<file path="src/rtl/programmable_clock_divider.sv">
// Programmable clock divider with glitch-free run-time ratio changes.
//
// The output period is split into a high phase of ceil(N/2) source cycles and a
// low phase of floor(N/2) source cycles, where N is the active ratio. A new
// ratio is captured through a valid/ready handshake and only takes effect at a
// period boundary (the last low cycle, or any idle cycle), so no runt phases
// are ever produced. N=0 stops the output; N=1 is clamped to 2.
//
// Ports:
//   clock          source clock, all logic on its rising edge
//   resetn         asynchronous active-low reset
//   enable         output enable, sampled at period boundaries only
//   divider_value  requested division ratio
//   divider_valid  request valid
//   divider_ready  request can be accepted (no pending ratio held)
//   clock_out      divided clock, registered
//   period_start   one-cycle pulse in the first high cycle of each period
//   active_divider ratio currently in effect
module programmable_clock_divider #(
  parameter int unsigned WIDTH         = 8,
  parameter int unsigned RESET_DIVIDER = 2
) (
  input  logic             clock,
  input  logic             resetn,
  input  logic             enable,
  input  logic [WIDTH-1:0] divider_value,
  input  logic             divider_valid,
  output logic             divider_ready,
  output logic             clock_out,
  output logic             period_start,
  output logic [WIDTH-1:0] active_divider
);

  typedef enum logic [1:0] {StIdle, StHigh, StLow} state_e;

  // A ratio of 1 cannot be split into two non-empty phases; run it as 2.
  function automatic logic [WIDTH-1:0] clamp_ratio(input logic [WIDTH-1:0] v);
    return (v == WIDTH'(1)) ? WIDTH'(2) : v;
  endfunction

  localparam logic [WIDTH-1:0] ResetRatio = clamp_ratio(WIDTH'(RESET_DIVIDER));

  state_e           state_q, state_d;
  logic [WIDTH-1:0] cnt_q, cnt_d;
  logic [WIDTH-1:0] active_q, active_d;
  logic [WIDTH-1:0] pend_q, pend_d;
  logic             pend_valid_q, pend_valid_d;
  logic             clock_out_q, clock_out_d;
  logic             period_start_q, period_start_d;

  logic [WIDTH-1:0] high_len, low_len, next_ratio;
  logic             accept, boundary;

  // ceil(N/2) and floor(N/2) without a wider adder.
  assign low_len  = {1'b0, active_q[WIDTH-1:1]};
  assign high_len = low_len + WIDTH'(active_q[0]);

  assign accept   = divider_valid && !pend_valid_q;
  assign boundary = (state_q == StIdle) || ((state_q == StLow) && (cnt_q == low_len));

  // A request arriving on a boundary cycle bypasses the pending slot.
  assign next_ratio = accept       ? clamp_ratio(divider_value) :
                      pend_valid_q ? pend_q : active_q;

  always_comb begin
    state_d        = state_q;
    cnt_d          = cnt_q;
    active_d       = active_q;
    pend_d         = pend_q;
    pend_valid_d   = pend_valid_q;
    clock_out_d    = 1'b0;
    period_start_d = 1'b0;

    if (boundary) begin
      active_d     = next_ratio;
      pend_valid_d = 1'b0;
      if (enable && (next_ratio != '0)) begin
        state_d        = StHigh;
        cnt_d          = WIDTH'(1);
        period_start_d = 1'b1;
      end else begin
        state_d = StIdle;
        cnt_d   = '0;
      end
    end else begin
      if (accept) begin
        pend_valid_d = 1'b1;
        pend_d       = clamp_ratio(divider_value);
      end
      unique case (state_q)
        StHigh: begin
          if (cnt_q == high_len) begin
            state_d = StLow;
            cnt_d   = WIDTH'(1);
          end else begin
            cnt_d = cnt_q + WIDTH'(1);
          end
        end
        StLow:   cnt_d = cnt_q + WIDTH'(1);
        default: begin
          state_d = StIdle;
          cnt_d   = '0;
        end
      endcase
    end

    clock_out_d = (state_d == StHigh);
  end

  always_ff @(posedge clock or negedge resetn) begin
    if (!resetn) begin
      state_q        <= StIdle;
      cnt_q          <= '0;
      active_q       <= ResetRatio;
      pend_q         <= '0;
      pend_valid_q   <= 1'b0;
      clock_out_q    <= 1'b0;
      period_start_q <= 1'b0;
    end else begin
      state_q        <= state_d;
      cnt_q          <= cnt_d;
      active_q       <= active_d;
      pend_q         <= pend_d;
      pend_valid_q   <= pend_valid_d;
      clock_out_q    <= clock_out_d;
      period_start_q <= period_start_d;
    end
  end

  assign divider_ready  = !pend_valid_q;
  assign clock_out      = clock_out_q;
  assign period_start   = period_start_q;
  assign active_divider = active_q;

endmodule

</file>
<file path="config.mk">
export PLATFORM = sky130hd
export DESIGN_NAME = programmable_clock_divider
export DESIGN_NICKNAME = d
export VERILOG_FILES = /design/src/rtl/programmable_clock_divider.sv
export SDC_FILE = /design/constraint.sdc
export NUM_CORES = 1
export LEC_CHECK = 0
export ABC_AREA = 0
export BUFFER_PORTS_ARGS = -buffer_cell sky130_fd_sc_hd__buf_2
export CORE_MARGIN = 2
export CORE_UTILIZATION = 60
export CTS_CLUSTER_DIAMETER = 30
export CTS_CLUSTER_SIZE = 8
export DETAILED_ROUTE_END_ITERATION = 10
export PLACE_DENSITY = 0.83
export SLEW_MARGIN = 0
export SYNTH_ARGS = -nofsm -noshare
export SYNTH_HDL_FRONTEND = slang
export SYNTH_SLANG_ARGS = --single-unit
</file>
<file path="constraint.sdc">
create_clock -name clock -period 3.65 [get_ports clock]
set_input_delay 0.73 -clock clock [delete_from_list [all_inputs] [get_ports clock]]
set_output_delay 0.73 -clock clock [all_outputs]
set_load 0.005 [all_outputs]
</file>
==> results.md <==
- Psw: 0.159 mW
- Cells after DPL: 215
- Sequential area share after synthesis: 0.420
- Die X: 57.7 µm
- Routed wire length: 3630 µm
- Combinational power share: 0.087
- PortBufs: 22
- Max frequency: 387 MHz
- Synth Register Bits: 29
- Critical path startpoint category: flip-flop
- Core ar.: 0.00276 mm²
- Period utilization: 0.708
- Clk pwr share: 0.336
- Synth Flop Type: dfrtp_1
- First-pass GRT wire length: 6330 µm
- Global Route Usage Sum: 0.256
- Vias per cell: 5.96
- Total power: 0.587 mW
- Row Count: 19
- Crit Path Class: flip-flop to flip-flop
- Layout fillers: 208
- Largest net degree at the start of global routing: 30
- Most frequent CP cell: ha_1
- Hold_buf cts: 0
- Max clock buf depth: 2
- Max Slew Vio Count: 0
- Final setup vio count: 0
- P_leak: 0.885 nW
- Syn Area/Cell: 10.3 µm²
- RSZ-0062 raised after global routing: no
- I/O pins: 23
- Async SR Flop Fraction: 1.00
- DR DRC count: 0
- H-tree lvl count: 2
- Vias in the first global route: 1,375
- Post-cts gate resize count: 0
- Power per cell area: 307 mW/mm²
- CTS tree: yes
- Maximum net fanout on the critical path: 5
- Final nets: 210
- EDFF count, synth: 0
- Worst path slowest cell: dfstp_2
- Global route overflow: 0
- Fin. Hold Viols: 0
- Drt first pass iters: 5
- Post-synth cell types: 41
- Initial drt markers: 83
- Die Ht: 57.7 µm
- Arrival time at the worst endpoint: 2.82 ns
- Critical Path Max Stage Delay: 0.59 ns
- Status: finished, final reports clean
- Synth Cell Area: 0.00173 mm²
- Setup Fix Bufs, Post-CTS: 0
- Max-Cap Viols: 0
- CP cell instances: ha_1 -> ha_1 -> xnor2_1 -> nand2_1 -> or4_4 -> a2111oi_2 -> o21a_2 -> a21oi_1
- TritonCTS Sinks: 29
- Hold/Removal Path Class: input port to async pin
- Setup tns final: 0 ns
- Area Growth Syn to Fin: 10.2%
- Worst-Margin Slew: 0.655 ns
- Worst-path clk slew: 0.10 ns
- Via count: 1,328
- Die area: 0.00333 mm²
- YS warnings: 0
- Internal power: 0.428 mW
- Post-layout min period: 2.58 ns
- Max_slew headroom: 0.564
- Peak VDD IR: 0.312 mV
- HPWL after DPL: 2700 µm
- Fraction of layout cells with a size suffix above 1: 0.292
- Critical Path RT: 3.89 ns
- Final worst setup slack: 1.07 ns
- Critical Path End Type: flip-flop
- Diode count: 0
- Layout Cells excl Fill: 223
- GPL Wtd Cong: 0.797
- Detail Route Antenna Nets: 0
- Sw frac: 0.271
- Sequential power share: 0.577
- TritonCTS Buffers: 5
- Mapped Cells: 168
- Routed WL per cell: 16.3 µm
- Net Count, Synth: 187
- Initial core utilization: 0.628
- Clock latency at the later pin of the worst-skew pair: 0.35 ns
- Root buf cell: clkbuf_4
- Clk_skew: 0.00632 ns
- Initial antenna violation count: 0
- Worst slack, placed: 1.08 ns
==> layout by cell type (no fill, tap or decap), drive strengths merged, types with 6 or more instances in the layout <==
cell type | Yosys | final
dfrtp | 28 | 28
buf | 2 | 23
mux2 | 15 | 15
nor2 | 14 | 14
nand2 | 14 | 14
xor2 | 10 | 10
xnor2 | 10 | 10
o21ai | 8 | 8
ha | 7 | 7
nand3 | 7 | 7
mux2i | 6 | 6
==> final cells by class <==
| class | instances | area (µm²) | area share |
|---|---|---|---|
| clock inverters | 3 | 17.5 | 0.00918 |
| repair buffers | 23 | 118 | 0.0616 |
| clock buffers | 5 | 37.5 | 0.0197 |
| multi-input cells | 127 | 951 | 0.498 |
| inverters | 5 | 18.8 | 0.00984 |
| well taps | 31 | 38.8 | 0.0203 |
| flip-flops and latches | 29 | 727 | 0.381 |
==> layer usage <==
| metal | wire length, µm | vias to the layer above | global-route usage |
|---|---|---|---|
| met1 | 1620 | 652 | 0.334 |
| met3 | 176 | 8 | 0.0737 |
| met2 | 1750 | 39 | 0.403 |
| li1 | - | 629 | - |
| met4 | 76 | 0 | 0.103 |
| met5 | 0 | - | 0 |
==> logic make-up (layout without fill, tap and decap cells) <==
group,Yosys count,in the layout,share of synthesized area
flip-flops,29,29,0.420
AO/OA/AOI/OAI,23,23,0.0910
adder cells (fa/ha/maj),7,7,0.0506
buffers and inverters,12,36,0.0311
multiplexers,21,21,0.132
XOR/XNOR,20,20,0.105
AND/OR/NAND/NOR,56,56,0.170
==> path summary, 6_finish.rpt <==
check	depth (start not counted)	from	endpoint	slack, ns
min in group clock	1	pend_q[6]$_DFFE_PN0P_	pend_q[6]$_DFFE_PN0P_	0.51
worst max-delay path	8	active_divider[1]$_DFFE_PN1N_	clock_out$_DFF_PN0_	1.07
worst min-delay path	1	resetn	cnt_q[4]$_DFF_PN0_	0.40
max in group asynchronous	1	resetn	cnt_q[0]$_DFF_PN0_	2.83
worst max register to register	8	active_divider[1]$_DFFE_PN1N_	clock_out$_DFF_PN0_	1.07
worst min register to register	1	pend_q[6]$_DFFE_PN0P_	pend_q[6]$_DFFE_PN0P_	0.51
==> registers in the layout (all words and copies together) (netlist names) <==
name            cells
pend_q              8
cnt_q               8
clock_out           1
state_q             2
period_start        1
active_divider      8
pend_valid_q        1
==> power groups by stage <==
stage	clock network [mW]	logic (mW)	registers (mW)
finish	0.197	0.0508	0.338
global route	0.215	0.0579	0.339
CTS	0.201	0.0513	0.338
detailed placement	0	0.0512	0.345
global placement	0	0.0484	0.344
floorplan	0	0.0303	0.343
==> Yosys cell counts (all sizes together) (2+ instances only) <==
| cell | number | area [µm²] |
|---|---|---|
| dfrtp | 28 | 701 |
| mux2 | 15 | 169 |
| nand2 | 14 | 55.1 |
| nor2 | 14 | 52.6 |
| xnor2 | 10 | 95.1 |
| xor2 | 10 | 87.6 |
| o21ai | 8 | 40.0 |
| ha | 7 | 87.6 |
| nand3 | 7 | 40.0 |
| mux2i | 6 | 60.1 |
| a21oi | 5 | 25.0 |
| clkbuf | 5 | 18.8 |
| inv | 5 | 18.8 |
| and3 | 3 | 18.8 |
| nand2b | 3 | 18.8 |
| nor2b | 3 | 18.8 |
| buf | 2 | 16.3 |
| nor3 | 2 | 10.0 |
| nor4 | 2 | 12.5 |
| o21a | 2 | 16.3 |
| or4 | 2 | 22.5 |
==> stage by stage <==
stage | area [µm²] | util | hold WS [ns]
4_1_cts | 1910 | 0.692 | 0.407
3_5_place_dp | 1850 | 0.672 | 0.496
5_1_grt | 1910 | 0.692 | 0.444
3_3_place_gp | 1850 | 0.672 | 0.492
6_report | 1910 | 0.692 | 0.397
2_1_floorplan | 1730 | - | 0.434
==> worst max-delay path: cells and delay by family (launching register included) <==
family          cells  cell delay (ns)
compound gates      3             0.67
simple gates        2             0.60
flops               1             0.59
fa+ha+maj           2             0.47
xor+xnor            1             0.14
(Power assumes the default switching activity.)
